--- config.mk ---
export PLATFORM = sky130hd
export DESIGN_NAME = uart_tx_arbiter
export DESIGN_NICKNAME = d
export VERILOG_FILES = /design/src/rtl/uart_tx_arbiter.sv
export SDC_FILE = /design/constraint.sdc
export NUM_CORES = 1
export LEC_CHECK = 0
export BUFFER_PORTS_ARGS = -buffer_cell sky130_fd_sc_hd__buf_4
export CAP_MARGIN = 10
export CORE_MARGIN = 1
export CORE_UTILIZATION = 55
export DETAILED_ROUTE_END_ITERATION = 8
export GPL_ROUTABILITY_DRIVEN = 0
export PLACE_DENSITY = 0.84
export RECOVER_POWER = 100
export SYNTH_ARGS = -nofsm -noshare
export SYNTH_HDL_FRONTEND = slang
export SYNTH_SLANG_ARGS = --single-unit
--- constraint.sdc ---
create_clock -name clk -period 4.4 [get_ports clk]
set_input_delay 0.22 -clock clk [delete_from_list [all_inputs] [get_ports clk]]
set_output_delay 0.22 -clock clk [all_outputs]
set_load 0.05 [all_outputs]
--- src/rtl/uart_tx_arbiter.sv ---
// uart_tx_arbiter: shares one uart_tx between N_REQ byte sources (round-robin) with a tx_done watchdog.
// Define UART_ARB_PRIORITY_EN for fixed lowest-index-first priority instead of round-robin.
`default_nettype none

module uart_tx_arbiter #(
  parameter int N_REQ          = 4,
  parameter int TIMEOUT_CYCLES = 120000,
  parameter int GAP_CYCLES     = 0
) (
  input  logic                     clk,
  input  logic                     reset,
  input  logic [N_REQ-1:0]         req,
  input  logic [8*N_REQ-1:0]       req_data,
  output logic [N_REQ-1:0]         ack,
  output logic [N_REQ-1:0]         done,
  output logic [$clog2(N_REQ)-1:0] grant_id,
  output logic                     busy,
  output logic [7:0]               uart_data,
  output logic                     uart_start,
  input  logic                     uart_done,
  output logic                     timeout_err,
  output logic [$clog2(N_REQ)-1:0] err_chan
);

  localparam int IW = $clog2(N_REQ);
  localparam int WW = (TIMEOUT_CYCLES > 1) ? $clog2(TIMEOUT_CYCLES) : 1;
  localparam int GW = (GAP_CYCLES > 1) ? $clog2(GAP_CYCLES) : 1;
  localparam logic [WW-1:0] WD_LAST  = WW'(TIMEOUT_CYCLES - 1);
  localparam logic [GW-1:0] GAP_LAST = GW'((GAP_CYCLES > 0) ? GAP_CYCLES - 1 : 0);
  localparam logic [N_REQ-1:0] ONE   = {{(N_REQ-1){1'b0}}, 1'b1};

  typedef enum logic [1:0] {
    IDLE      = 2'd0,
    START     = 2'd1,
    WAIT_DONE = 2'd2,
    GAP       = 2'd3
  } state_t;

  state_t           state, state_nxt;
  logic [IW-1:0]    winner;
  logic [7:0]       sel_data;
  logic [7:0]       data_nxt;
  logic [IW-1:0]    grant_nxt, echan_nxt;
  logic [N_REQ-1:0] ack_nxt, done_nxt;
  logic             start_nxt, terr_nxt, finish;
  logic [WW-1:0]    wd_cnt, wd_nxt;
  logic [GW-1:0]    gap_cnt, gap_nxt;

`ifdef UART_ARB_PRIORITY_EN
  always_comb begin
    winner = '0;
    for (int i = N_REQ - 1; i >= 0; i--) begin
      if (req[i]) winner = IW'(i);
    end
  end
`else
  logic [IW-1:0] rr;
  int unsigned   idx;
  logic          found;

  // Search starts one past the last served channel and wraps.
  always_comb begin
    winner = '0;
    found  = 1'b0;
    idx    = 0;
    for (int i = 1; i <= N_REQ; i++) begin
      idx = (int'(rr) + i) % N_REQ;
      if (!found && req[IW'(idx)]) begin
        found  = 1'b1;
        winner = IW'(idx);
      end
    end
  end

  always_ff @(posedge clk or negedge reset) begin
    if (!reset)      rr <= IW'(N_REQ - 1);
    else if (finish) rr <= grant_id;
  end
`endif

  always_comb begin
    sel_data = '0;
    for (int k = 0; k < N_REQ; k++) begin
      if (IW'(k) == winner) sel_data = req_data[8*k +: 8];
    end
  end

  always_comb begin
    state_nxt = state;
    data_nxt  = uart_data;
    grant_nxt = grant_id;
    ack_nxt   = '0;
    done_nxt  = '0;
    start_nxt = 1'b0;
    terr_nxt  = timeout_err;
    echan_nxt = err_chan;
    wd_nxt    = wd_cnt;
    gap_nxt   = gap_cnt;
    finish    = 1'b0;
    unique case (state)
      IDLE: begin
        if (|req) begin
          state_nxt = START;
          data_nxt  = sel_data;
          grant_nxt = winner;
          start_nxt = 1'b1;
          ack_nxt   = ONE << winner;
        end
      end
      START: begin
        wd_nxt    = '0;
        state_nxt = WAIT_DONE;
      end
      WAIT_DONE: begin
        // A completion coinciding with expiry counts as a completion.
        if (uart_done) begin
          done_nxt = ONE << grant_id;
          finish   = 1'b1;
        end else if (wd_cnt == WD_LAST) begin
          terr_nxt  = 1'b1;
          echan_nxt = grant_id;
          finish    = 1'b1;
        end else begin
          wd_nxt = wd_cnt + 1'b1;
        end
        if (finish) begin
          state_nxt = (GAP_CYCLES > 0) ? GAP : IDLE;
          gap_nxt   = '0;
        end
      end
      GAP: begin
        if (gap_cnt == GAP_LAST) state_nxt = IDLE;
        else                     gap_nxt   = gap_cnt + 1'b1;
      end
      default: state_nxt = IDLE;
    endcase
  end

  always_ff @(posedge clk or negedge reset) begin
    if (!reset) begin
      state       <= IDLE;
      uart_data   <= '0;
      grant_id    <= '0;
      ack         <= '0;
      done        <= '0;
      uart_start  <= 1'b0;
      timeout_err <= 1'b0;
      err_chan    <= '0;
      wd_cnt      <= '0;
      gap_cnt     <= '0;
    end else begin
      state       <= state_nxt;
      uart_data   <= data_nxt;
      grant_id    <= grant_nxt;
      ack         <= ack_nxt;
      done        <= done_nxt;
      uart_start  <= start_nxt;
      timeout_err <= terr_nxt;
      err_chan    <= echan_nxt;
      wd_cnt      <= wd_nxt;
      gap_cnt     <= gap_nxt;
    end
  end

  assign busy = (state != IDLE);

endmodule

`default_nettype wire

==> metrics.md <==
| Metric | Value |
|---|---|
| Number of post-CTS setup repair buffers | `0` |
| Port bufs | `61` |
| Post-synthesis register bit count | `43` |
| Final #Nets | `306` |
| Fraction of layout cells with a size suffix above 1 | `0.202` |
| Total CTS buffers | `5` |
| Tot Pwr | `1.49 mW` |
| Largest net degree at the start of global routing | `44` |
| DRT iter0 DRCs | `171` |
| Tcrit/Tclk final | `0.616` |
| # fillers | `314` |
| Initial core utilization | `0.588` |
| Final HPWL DP | `3290 um` |
| Syn_nets | `242` |
| Clk_lat worst skew | `0.29 ns` |
| Worst Path Max Fanout | `17` |
| Final core occ | `0.706` |
| Setup TNS | `0 ns` |
| Vias in the first global route | `1,718` |
| CTS Root Buffer Type | `clkbuf_8` |
| CTS H-tree depth | `2` |
| Max VDD drop | `339 uV` |
| N_diodes | `0` |
| Via/cell ratio | `5.60` |
| Critical Path Start Type | `flop` |
| RR Startpoint | `wd_cnt[0]` |
| Main synth FF type | `dfrtp_1` |
| Worst Setup SP | `wd_cnt[0]` |
| Worst Tran Pin Value | `2.20 ns` |
| Failing checks | `max-capacitance violations, max-slew violations` |
| Slew HR | `-0.465` |
| Final ANT Viol Nets | `0` |
| Clock Skews | `0.00569 ns` |
| Total clock sinks | `43` |
| WL final | `4470 um` |
| Max Fclk | `0.369 GHz` |
| Final setup fails | `0` |
| Wirelength per Cell | `14.2 um` |
| Antenna violations before repair | `0` |
| Routed vias | `1,765` |
| Arrival @ worst endpoint | `2.93 ns` |
| TritonCTS clock tree | `done` |
| Worst EP required | `4.62 ns` |
| Pwr dens | `561 nW/um2` |
| Unrepaired setup endpoints after global routing | `false` |
| Layout area overhead | `20.0%` |
| Die area | `4290 um2` |
| Part of the Yosys area used for sequential elements | `0.486` |
| Total core area | `3770 um2` |
| R2r setup slk | `1.69 ns` |
| Synthesized area | `2220 um2` |
| Final min period | `2.71 ns` |
| Count of cell types in the netlist | `53` |
| Slew Viols, Final | `62` |
| CTS Buffer Depth | `2` |
| Die Y | `65.5 um` |
| Ports | `62` |
| First-pass detailed-route iteration total | `4` |
| Clock Pin Slew Worst Setup and Hold Paths | `0.08 ns` |
| EDFF count, synth | `0` |
| Synthesized instance count | `202` |
| Grt ovf | `0` |
| Die Wd | `65.5 um` |
| P_leak | `1.26 nW` |
| First-pass GRT wire length | `7630 um` |
| Mean Syn Cell Area | `11.0 um2` |
| Placement Rows | `22` |
| Max-cap violation count | `2` |
| Worst Hold Margin | `0.236 ns` |
| FFs w/ async S/R, synth | `1.00` |
| Ys Warns | `0` |
| Status | `complete, but fails checks` |
| Hold Crit Class | `input port to flop` |
| # DRC | `0` |
| Critical path class | `flop to flop` |
| Hold Path Origin | `uart_done` |
| GR Util All Layers | `0.236` |
| Final hold vios | `0` |
| Type of destination of the critical path | `flop` |
Yosys cell counts, types with 3 or more instances:
master	n	area [um2]
nor3_1	7	35.0
a221o_1	4	40.0
nor2_1	18	67.6
dfrtp_1	41	1030
o211ai_1	3	22.5
a221oi_2	4	60.1
inv_1	3	11.3
nor3b_1	3	22.5
nand2_1	16	60.1
nand2b_1	6	37.5
mux2i_1	18	180
and3_1	6	37.5
mux2_1	8	90.1
nand3_1	12	60.1
cell usage in the layout (no fill, tap or decap), drive strengths merged, types with 2 or more instances in the layout:
master / count
and2b: 2
mux2i: 18
a21o: 2
and4: 2
nand2b: 6
dfstp: 2
buf: 38
a221o: 4
and3: 6
or2: 4
mux2: 8
clkinv: 3
nor3: 8
nand4: 2
inv: 4
nand3: 13
xor2: 2
nor2b: 2
o211ai: 3
o21ai: 5
dfrtp: 41
o21a: 2
nor3b: 3
nand2: 16
a221oi: 4
xnor2: 2
nor2: 18
clkbuf: 29
a31oi: 2
layer usage:
layer  part of all wire  vias up  global-route usage  wire (um)
li1                   -      864                   -          -
met1               0.44      836               0.300       1960
met2               0.48       59               0.387       2160
met3              0.065        6              0.0642        290
met4              0.012        0              0.0815         54
met5                  0        -                   0          0
state kept, by name (all words and copies together) (netlist names):
| signal | count |
|---|---|
| done | 4 |
| uart_data | 8 |
| uart_start | 1 |
| ack | 4 |
| err_chan | 2 |
| wd_cnt | 17 |
| rr | 2 |
| state | 2 |
| timeout_err | 1 |
| grant_id | 2 |
worst max-delay path, stage by stage (launching register included):
cell	delay [ns]
dfrtp_1	0.40
ha_1	0.21
nand3_1	0.14
or2_0	0.25
o21ai_0	1.23
nand2_1	0.18
a31oi_1	0.22
per-stage QoR:
stage          cell area [um2]  instances  setup slack, ns
4_1_cts                   2800        315             2.43
2_1_floorplan             2220        202             2.59
3_3_place_gp              2710        306             2.48
6_report                  2660        315             1.69
3_5_place_dp              2710        306             2.45
5_1_grt                   2660        315             1.27
cell type report:
type / count / area (um2) / area share
Clock buffer: 5 / 68.8 / 0.0259
Clock inverter: 3 / 15.0 / 0.00564
Inverter: 4 / 15.0 / 0.00564
Multi-Input combinational cell: 149 / 1040 / 0.390
Sequential cell: 43 / 1080 / 0.405
Tap cell: 48 / 60.1 / 0.0226
Timing Repair Buffer: 63 / 385 / 0.145
power breakdown:
group	internal (mW)	leakage, nW	switching, mW
Combinational	0.201	0.646	0.494
Clock	0.109	0.0477	0.130
Sequential	0.490	0.562	0.0698
cell families (layout without fill, tap and decap cells):
group,Yosys count,in the layout,share of synthesized area
xor+xnor,4,4,0.0158
mux,26,26,0.122
buf+inv,10,75,0.0260
flops,43,43,0.486
fa+ha+maj,1,1,0.00564
compound gates,29,29,0.122
simple gates,89,89,0.222
what timing repair did:
item                                   in CTS  in global routing
endpoints found under the hold margin      41                  0
setup endpoints to repair                   0                  0
hold buffers                                1                  0
resized for setup                           0                  0
worst paths after layout:
check,end,cells past startpoint
max reg2reg,wd_cnt[7],6
max in group asynchronous,wd_cnt[0],2
max,wd_cnt[7],6
min,done[3],2
min in group asynchronous,timeout_err,2
min reg2reg,timeout_err,1
No activity file was read; power rests on OpenSTA's default activity.
